[config.mk]
export PLATFORM = sky130hd
export DESIGN_NAME = regfile_wb_arbiter
export DESIGN_NICKNAME = d
export VERILOG_FILES = /design/src/rtl/regfile_wb_arbiter.sv
export SDC_FILE = /design/constraint.sdc
export NUM_CORES = 1
export LEC_CHECK = 0
export ABC_AREA = 1
export CAP_MARGIN = 10
export CORE_MARGIN = 3
export CORE_UTILIZATION = 40
export CTS_CLUSTER_SIZE = 14
export DETAILED_ROUTE_END_ITERATION = 6
export MAX_ROUTING_LAYER = met4
export PLACE_DENSITY_LB_ADDON = 0.05
export SLEW_MARGIN = 20
export SYNTH_ARGS = -nofsm -noshare
export SYNTH_HDL_FRONTEND = slang
export SYNTH_SLANG_ARGS = --single-unit
[constraint.sdc]
create_clock -name clk -period 5.56 [get_ports clk]
set_input_delay 0.556 -clock clk [delete_from_list [all_inputs] [get_ports clk]]
set_output_delay 0.556 -clock clk [all_outputs]
set_load 0.005 [all_outputs]
[src/rtl/regfile_wb_arbiter.sv]
// regfile_wb_arbiter
//
// Write-side front end for the CPU register file. Two producers share the
// register file's single write port:
//   - the in-order pipeline writeback stream, which is never back-pressured
//     and therefore always wins arbitration;
//   - the out-of-order long-latency unit (mul/div), whose results are buffered
//     in a small FIFO and drained whenever the pipeline does not write.
// A per-register pending scoreboard tracks outstanding long-latency
// destinations. Decode stalls on read-after-pending. If buffered results
// starve for too long, the block asks the pipeline for a writeback bubble.
//
// Ports
//   clk, rst          clock, asynchronous active-high reset
//   pipe_wb_*         pipeline writeback (valid, dest, data)
//   lu_issue*         long-latency op issued (marks dest pending)
//   lu_valid/dest/data, lu_ready
//                     long-latency result handshake into the FIFO
//   rs1, rs2          decode source registers
//   hazard_stall      combinational decode stall (source is pending)
//   wb_stall_req      registered request for one pipeline writeback bubble
//   rf_load/dest/in   registered register-file write port
//   pending           scoreboard bitmap (bit 0 always 0)

module regfile_wb_arbiter #(
  parameter int FIFO_DEPTH   = 2,
  parameter int STARVE_LIMIT = 8
) (
  input  logic        clk,
  input  logic        rst,
  input  logic        pipe_wb_valid,
  input  logic [4:0]  pipe_wb_dest,
  input  logic [31:0] pipe_wb_data,
  input  logic        lu_issue,
  input  logic [4:0]  lu_issue_dest,
  input  logic        lu_valid,
  input  logic [4:0]  lu_dest,
  input  logic [31:0] lu_data,
  output logic        lu_ready,
  input  logic [4:0]  rs1,
  input  logic [4:0]  rs2,
  output logic        hazard_stall,
  output logic        wb_stall_req,
  output logic        rf_load,
  output logic [4:0]  rf_dest,
  output logic [31:0] rf_in,
  output logic [31:0] pending
);

  localparam int PW = (FIFO_DEPTH > 1) ? $clog2(FIFO_DEPTH) : 1;
  localparam int CW = $clog2(FIFO_DEPTH + 1);
  localparam int SW = $clog2(STARVE_LIMIT + 1);

  localparam logic [PW-1:0] PTR_ONE   = PW'(1);
  localparam logic [CW-1:0] CNT_ONE   = CW'(1);
  localparam logic [CW-1:0] CNT_ZERO  = CW'(0);
  localparam logic [CW-1:0] CNT_FULL  = CW'(FIFO_DEPTH);
  localparam logic [SW-1:0] STV_ZERO  = SW'(0);
  localparam logic [SW-1:0] STV_ONE   = SW'(1);
  localparam logic [SW-1:0] STV_LIMIT = SW'(STARVE_LIMIT);

  // Result FIFO storage and bookkeeping
  logic [4:0]    fifo_dest_r [FIFO_DEPTH];
  logic [31:0]   fifo_data_r [FIFO_DEPTH];
  logic [PW-1:0] wr_ptr_r;
  logic [PW-1:0] rd_ptr_r;
  logic [CW-1:0] count_r;
  logic [CW-1:0] count_s;
  logic          lu_ready_r;

  logic          pipe_win_s;
  logic          fifo_empty_s;
  logic          push_s;
  logic          pop_s;
  logic [4:0]    head_dest_s;
  logic [31:0]   head_data_s;

  // Write-port output registers; src_lu_r marks a FIFO-sourced write
  logic          rf_load_r;
  logic [4:0]    rf_dest_r;
  logic [31:0]   rf_in_r;
  logic          src_lu_r;

  // Scoreboard
  logic [31:0]   pending_r;
  logic [31:0]   pending_s;
  logic [31:0]   set_s;
  logic [31:0]   clr_s;

  // Starvation tracking
  logic [SW-1:0] starve_cnt_r;
  logic [SW-1:0] starve_cnt_s;
  logic          wb_stall_req_r;
  logic          wb_stall_req_s;

  // Arbitration: a pipeline write to x0 is treated as idle so the FIFO may drain
  always_comb begin
    pipe_win_s   = pipe_wb_valid && (pipe_wb_dest != 5'd0);
    fifo_empty_s = (count_r == CNT_ZERO);
    push_s       = lu_valid && lu_ready_r;
    pop_s        = !pipe_win_s && !fifo_empty_s;
    head_dest_s  = fifo_dest_r[rd_ptr_r];
    head_data_s  = fifo_data_r[rd_ptr_r];
  end

  // Next FIFO occupancy; simultaneous push and pop leaves it unchanged
  always_comb begin
    count_s = count_r;
    case ({push_s, pop_s})
      2'b10:   count_s = count_r + CNT_ONE;
      2'b01:   count_s = count_r - CNT_ONE;
      default: count_s = count_r;
    endcase
  end

  // FIFO pointers, occupancy and registered ready (low while in reset)
  always_ff @(posedge clk or posedge rst) begin
    if (rst) begin
      wr_ptr_r   <= {PW{1'b0}};
      rd_ptr_r   <= {PW{1'b0}};
      count_r    <= CNT_ZERO;
      lu_ready_r <= 1'b0;
    end else begin
      if (push_s) begin
        wr_ptr_r <= wr_ptr_r + PTR_ONE;
      end
      if (pop_s) begin
        rd_ptr_r <= rd_ptr_r + PTR_ONE;
      end
      count_r    <= count_s;
      lu_ready_r <= (count_s < CNT_FULL);
    end
  end

  // FIFO entry storage
  always_ff @(posedge clk or posedge rst) begin
    if (rst) begin
      for (int i = 0; i < FIFO_DEPTH; i++) begin
        fifo_dest_r[i] <= 5'd0;
        fifo_data_r[i] <= 32'd0;
      end
    end else if (push_s) begin
      fifo_dest_r[wr_ptr_r] <= lu_dest;
      fifo_data_r[wr_ptr_r] <= lu_data;
    end
  end

  // Register-file write port: pipeline first, then FIFO head; x0 entries are discarded
  always_ff @(posedge clk or posedge rst) begin
    if (rst) begin
      rf_load_r <= 1'b0;
      rf_dest_r <= 5'd0;
      rf_in_r   <= 32'd0;
      src_lu_r  <= 1'b0;
    end else if (pipe_win_s) begin
      rf_load_r <= 1'b1;
      rf_dest_r <= pipe_wb_dest;
      rf_in_r   <= pipe_wb_data;
      src_lu_r  <= 1'b0;
    end else if (pop_s) begin
      rf_load_r <= (head_dest_s != 5'd0);
      rf_dest_r <= head_dest_s;
      rf_in_r   <= head_data_s;
      src_lu_r  <= 1'b1;
    end else begin
      rf_load_r <= 1'b0;
      src_lu_r  <= 1'b0;
    end
  end

  // Scoreboard update: clear on the edge the register file captures a FIFO result; a same-edge issue wins
  always_comb begin
    set_s = 32'd0;
    clr_s = 32'd0;
    if (lu_issue && (lu_issue_dest != 5'd0)) begin
      set_s[lu_issue_dest] = 1'b1;
    end else begin
      set_s = 32'd0;
    end
    if (rf_load_r && src_lu_r) begin
      clr_s[rf_dest_r] = 1'b1;
    end else begin
      clr_s = 32'd0;
    end
    pending_s = ((pending_r & ~clr_s) | set_s) & 32'hFFFF_FFFE;
  end

  // Scoreboard register
  always_ff @(posedge clk or posedge rst) begin
    if (rst) begin
      pending_r <= 32'd0;
    end else begin
      pending_r <= pending_s;
    end
  end

  // Starvation: count cycles a buffered result waits; request a bubble once the limit is reached
  always_comb begin
    starve_cnt_s   = starve_cnt_r;
    wb_stall_req_s = 1'b0;
    if (fifo_empty_s || pop_s) begin
      starve_cnt_s   = STV_ZERO;
      wb_stall_req_s = 1'b0;
    end else if (starve_cnt_r >= STV_LIMIT) begin
      starve_cnt_s   = STV_LIMIT;
      wb_stall_req_s = 1'b1;
    end else begin
      starve_cnt_s   = starve_cnt_r + STV_ONE;
      wb_stall_req_s = 1'b0;
    end
  end

  // Starvation counter and bubble request registers
  always_ff @(posedge clk or posedge rst) begin
    if (rst) begin
      starve_cnt_r   <= STV_ZERO;
      wb_stall_req_r <= 1'b0;
    end else begin
      starve_cnt_r   <= starve_cnt_s;
      wb_stall_req_r <= wb_stall_req_s;
    end
  end

  assign hazard_stall = ((rs1 != 5'd0) && pending_r[rs1]) ||
                        ((rs2 != 5'd0) && pending_r[rs2]);

  assign lu_ready     = lu_ready_r;
  assign wb_stall_req = wb_stall_req_r;
  assign rf_load      = rf_load_r;
  assign rf_dest      = rf_dest_r;
  assign rf_in        = rf_in_r;
  assign pending      = pending_r;

endmodule
-- Yosys cells after proc, flatten, opt, wreduce, memory -nomap -nowiden
Cells that the tools add are included.
- bits in registers: 154
- input bits: 94
- output and inout bits: 73
- word-level logic and storage cells: 94
- $add $sub $neg: 5
- magnitude comparators: 11
- equality and inequality tests: 2
- multiplexer cells: 35
- bitwise operators: 5
- reductions and logical operators: 21
- operator list (operator ; number):
    2-to-1 mux 32 bit ; 8
    bitwise mux 64 bit ; 1
    AND 32 bit ; 1
    demux 32 bit (select 1 bit) ; 1
    NOT 32 bit ; 1
    bitwise OR 32 bit ; 1
    2-to-1 mux 5 bit ; 6
    nonzero test 5 bit ; 5
    < comparator 5 x 6 -> 1 bit, second input constant ; 4
    binary-select mux 1 bit (select 5 bit) ; 2
    bitwise mux 10 bit ; 1
    demux 1 bit (select 5 bit) ; 2
    greater-or-equal comparator 5 x 1 -> 1 bit, second input constant ; 2
    logical AND 1 bit ; 10
    2-to-1 mux 1 bit ; 10
    2-to-1 mux 4 bit ; 2
    demux 5 bit (select 1 bit) ; 1
    adder 4 x 1 -> 4 bit, second input constant ; 1
    greater-or-equal comparator 2 bit, second input constant ; 2
    greater-or-equal comparator 4 bit, second input constant ; 1
    NOT 1 -> 2 bit ; 2
    one-hot mux 2 bit (2 select lines) ; 1
    adder 1 bit, second input constant ; 2
    adder 2 x 1 -> 2 bit, second input constant ; 1
    other kinds (9) ; 11

-- Longest topological paths before layout
- word-level depth: 8
- mapped depth: 13
- gate-level depth less buffers: 12

-- Worst setup path before layout
OpenSTA, ideal clock, no wires.
- path kind: input to register
- start point: input port pipe_wb_dest[0]
- end point: register lu_ready_r, in the netlist lu_ready
- library setup time: 0.121 ns
- arrival time: 1.815 ns
- required time: 5.439 ns
- setup slack: 3.625 ns
- stages on the path: 10
- buffers on the path: 0
- cells stage by stage: nor3_1 > nand2_1 > nand2_4 > nand2_4 > inv_1 > ha_1 > a21oi_1 > o21ai_0 > xor2_1 > inv_1
- word-level cells in the longest chain between the ends: 7
- elaborated cells between the ends (all ways): 8
- classes of those cells: order compare (1); eq/ne (2); mux (1); reduce/logical (4)
- ends and longest elaborated chain (element ; line ; RTL):
    from (decl) ; 32 ; input logic [4:0] pipe_wb_dest,
    nonzero test 5 bit * ; 98 ; pipe_win_s = pipe_wb_valid && (pipe_wb_dest != 5'd0);
    logical AND 1 bit * ; 98 ;
    zero test 1 bit * ; 101 ; pop_s = !pipe_win_s && !fifo_empty_s;
    logical AND 1 bit * ; 101 ;
    via pop_s ; 74 ; logic pop_s;
    equality test 2 x 1 -> 1 bit / equality test 2 bit (equally long branches) ; 109 ; case ({push_s, pop_s})
    one-hot mux 2 bit (2 select lines) * ; 109 ;
    < comparator 2 bit * ; 131 ; lu_ready_r <= (count_s < CNT_FULL);
    to (signal assigned) ; 131 ;
    to (decl) ; 69 ; logic lu_ready_r;
The timed path passes the listed nets; every way through them passes the cells marked *.
A chain may end at the register's enable or synchronous reset.

-- Worst setup path after layout
- start point: input port rs1[0]
- end point: output port hazard_stall
- word-level cells in the longest chain between the ends: 4
- elaborated cells between the ends (all ways): 5
- classes of those cells: mux (2); reduce/logical (3)
- ends and longest elaborated chain (element ; line ; RTL):
    from (decl) ; 40 ; input logic [4:0] rs1,
    binary-select mux 1 bit (select 5 bit) ; 224 ; assign hazard_stall = ((rs1 != 5'd0) && pending_r[rs1]) ||
    2-to-1 mux 1 bit (not written as such) ; 224 ;
    logical AND 1 bit * ; 224 ;
    logical OR 1 bit * ; 224 ;
    to (decl) ; 42 ; output logic hazard_stall,
Mark *: on every way between the ends. The rest lies on a longest branch, timed or not. The select of a mux whose other input is x is not followed.

==> flow_metrics.py <==
metrics = {
    "yosys": {
        "ys.flop_type": "dfrtp_1",
        "syn-cell-area_sq_um": 7370,
        "yosysTopAreaCell": "dfrtp_1",
        "synth_edf_count": 0,
        "ys_seq_area_share_pct": 52.3,
        "syn_area_per_cell_sq_um": 8.48,
        "synth_nets": 966,
        "synth-seq-cells": 154,
        "synth.distinct_cells": 32,
        "postSynthCellCount": 869,
        "async_flop_share_pct": 100,
        "yosys_warnings": 0,
        "ys_top_cells_by_area": "dfrtp_1 52%, nand2_1 14%, o21ai_0 8.3%",
        "synth.top_cell.area_share_pct": 52.3,
    },
    "cells_and_area": {
        "nNetsFinal": 1117,
        "fin_area_sq_um": 9660,
        "antenna_cells": 0,
        "drive_gt1_share_pct": 5.91,
        "area_growth_pct": 31.0,
        "stdcell_count": 1262,
    },
    "sta": {
        "timing.fmax_mhz": 297,
        "hold_viol_final": 0,
        "finalSetupTns_ns": 0,
        "fin_crit_sh_pct": 60.6,
        "tightest_slew_ns": 1.08,
        "finalSetupViolations": 0,
        "fin_skew_ns": 0.00659,
        "final_max_slew_viol_count": 0,
        "relSlewSlack_pct": 27.9,
        "period_minus_slack_ns": 3.37,
        "hold_slack_ns": 0.457,
        "rsz0062_at_grt": "no",
    },
    "critical_path": {
        "start_kind": "input port",
        "cp.required_ns": 5.00,
        "cp_max_fo": 17,
        "worstPathArrival_ns": 2.81,
        "critPathKind": "in -> out",
        "r2r-end": "lu_ready$_DFF_PP0_",
        "r2r_start": "count_r[0]$_DFFE_PP0N_",
        "worst-r2r-cell-count": 9,
        "timing.reg2reg.setup_slack_ns": 3.06,
        "end_kind": "output pin",
    },
    "clock_network": {
        "cts_hold_buf": 0,
        "cts.path.max_buffers": 2,
        "cts_tree": "yes",
        "cts_root_buffer": "clkbuf_16",
        "cts_buffers": 17,
        "insertion_delay_ns": 0.41,
        "clk_pin_slew_worst_paths_ns": 0.06,
        "post_cts_buffers": 0,
        "post_cts_resized": 0,
        "cts_sinks": 154,
        "htreeDepth": 4,
    },
    "detailed_routing": {
        "routed_wl_um": 19800,
        "dr.pass1.iters": 6,
        "num_vias": 6272,
        "ant_nets": 0,
        "via_per_inst": 4.97,
        "drtIter0Drc": 419,
        "drc": 0,
        "wl_per_cell_um": 15.7,
    },
    "hold_path": {
        "hold_class": "reg -> reg",
        "min_delay_path_depth": 1,
        "hold_path.startpoint": "starve_cnt_r[3]$_DFF_PP0_",
        "min_to": "starve_cnt_r[0]$_DFF_PP0_",
    },
    "floorplan": {
        "fp.dieW_um": 142,
        "dieArea_sq_um": 20100,
        "coreArea_sq_um": 18000,
        "initial_core_util_pct": 40.9,
        "rows": 49,
        "die-height_um": 142,
        "ios": 167,
    },
    "pwr": {
        "combPwrFrac_pct": 34.5,
        "p_sw_share_pct": 34.9,
        "switchingPower_w": 0.00166,
        "vdd_ir_drop_max_mv": 0.251,
        "total_power_w": 0.00476,
        "p_per_area_nw_per_um2": 492,
        "p_leak_nw": 4.54,
        "seqPwrFrac_pct": 41.4,
        "power_report.internal_total_w": 0.00309,
        "clockPowerShare_pct": 24.1,
    },
    "grt": {
        "first_global_vias": 6200,
        "grt_use_total_pct": 20.7,
        "antenna_found_initial": 0,
        "grt_max_degree": 75,
        "grt_pass1_wl_um": 32400,
        "overflow": 0,
    },
    "run_status": {
        "status": "complete, no violations",
    },
    "job": {
        "maxCapViolCount": 0,
    },
    "place": {
        "placed_cells": 1230,
        "dp_hpwl_um": 13800,
        "portBuffers": 165,
        "gp_congestion": 0.933,
        "place_area_sq_um": 9070,
    },
}
## registers in the layout, summed over array words and instances (netlist names), 4 cells and up, named ones only
| register | count |
|---|---|
| fifo_data_r | 64 |
| rf_dest | 5 |
| fifo_dest_r | 10 |
| rf_in | 32 |
| starve_cnt_r | 4 |
| pending | 31 |
## synth_stat cells (3+ instances only)
| cell | instances |
|---|---|
| nand2_1 | 272 |
| dfrtp_1 | 154 |
| o21ai_0 | 122 |
| inv_1 | 91 |
| nand3_1 | 67 |
| o211ai_1 | 28 |
| mux2i_1 | 23 |
| o21ai_1 | 20 |
| buf_6 | 13 |
| nor2_1 | 12 |
| clkbuf_1 | 8 |
| buf_2 | 7 |
| buf_4 | 7 |
| o211ai_2 | 6 |
| or2_2 | 5 |
| nor3_1 | 4 |
| ha_1 | 3 |
| inv_2 | 3 |
| inv_4 | 3 |
| nand2_4 | 3 |
## area by class of cell
class                      instances  area, sq um
clock buffer                      17          425
inverter                          97          377
sequential                       154         3850
fill                            1764         8370
timing repair buffer             169         1680
tap                              229          287
multi-input combinational        581         2870
clock inverter                    15          163
## worst max path at each step
stage            from           end  depth (start not counted)
2_1_floorplan     rst     async pin                          1
3_3_place_gp   rs1[0]  hazard_stall                         14
3_5_place_dp   rs1[0]  hazard_stall                         14
4_1_cts        rs1[0]  hazard_stall                         14
5_1_grt        rs1[0]  hazard_stall                         14
6_report       rs1[0]  hazard_stall                         14
## power groups by stage
| stage | registers, W | logic [W] | clock network, W |
|---|---|---|---|
| after CTS | 0.00197 | 0.00167 | 0.00118 |
| after global placement | 0.00198 | 0.00165 | 0 |
| final | 0.00197 | 0.00164 | 0.00115 |
| after floorplan | 0.00186 | 0.00101 | 0 |
| after detailed placement | 0.00198 | 0.00166 | 0 |
| after global routing | 0.00204 | 0.00188 | 0.00123 |
## layer usage
| metal | track usage [%] | up-vias | share of wire (%) |
|---|---|---|---|
| met2 | 32.4 | 164 | 47 |
| met4 | 4.80 | 0 | 0.95 |
| met1 | 28.0 | 2970 | 46 |
| met5 | - | - | 0 |
| met3 | 4.31 | 13 | 5.8 |
| li1 | - | 3125 | - |
## worst max-delay path: stages
cell	delay, ns
clkdlybuf4s50_1	0.92
inv_4	0.17
nand2_1	0.11
nand3_1	0.07
nand2_1	0.07
nand2_1	0.04
nand2_1	0.08
inv_1	0.04
nand2_1	0.08
nand2_1	0.06
nand2_1	0.05
inv_1	0.03
nand2_1	0.04
clkdlybuf4s50_1	0.49
## layout by cell type (no fill, tap or decap), drive strengths merged
master         synthesis  final
nand2                275    275
clkdlybuf4s50          0    165
dfrtp                154    154
o21ai                142    142
inv                   97    104
nand3                 68     68
o211ai                34     34
mux2i                 23     23
clkbuf                10     17
nor2                  12     12
or2                    6      6
nor3                   4      4
buf                   27      4
clkinv                 0      4
ha                     3      3
a21oi                  2      2
xor2                   2      2
xnor2                  2      2
a31oi                  2      2
o221ai                 2      2
bufinv                 0      2
clkinvlp               0      2
and2                   2      2
a41oi                  1      1
conb                   1      1
## cell families after synthesis
| logic type | synth area share, % |
|---|---|
| xor gates and xnor gates | 0.475 |
| other | 0.0509 |
| AOI/OAI and AO/OA | 14.2 |
| muxes | 3.12 |
| buffers and inverters | 8.83 |
| adders and majority gates | 0.509 |
| and+or+nand+nor | 20.6 |
| DFF | 52.3 |
## through the flow
stage	util [%]	worst slack (ns)
6_report	53.6	2.19
5_1_grt	53.6	2.00
4_1_cts	53.6	2.21
3_5_place_dp	50.3	2.22
3_3_place_gp	50.3	2.26
2_1_floorplan	-	0.854
No activity file was read; power rests on OpenSTA's default activity.
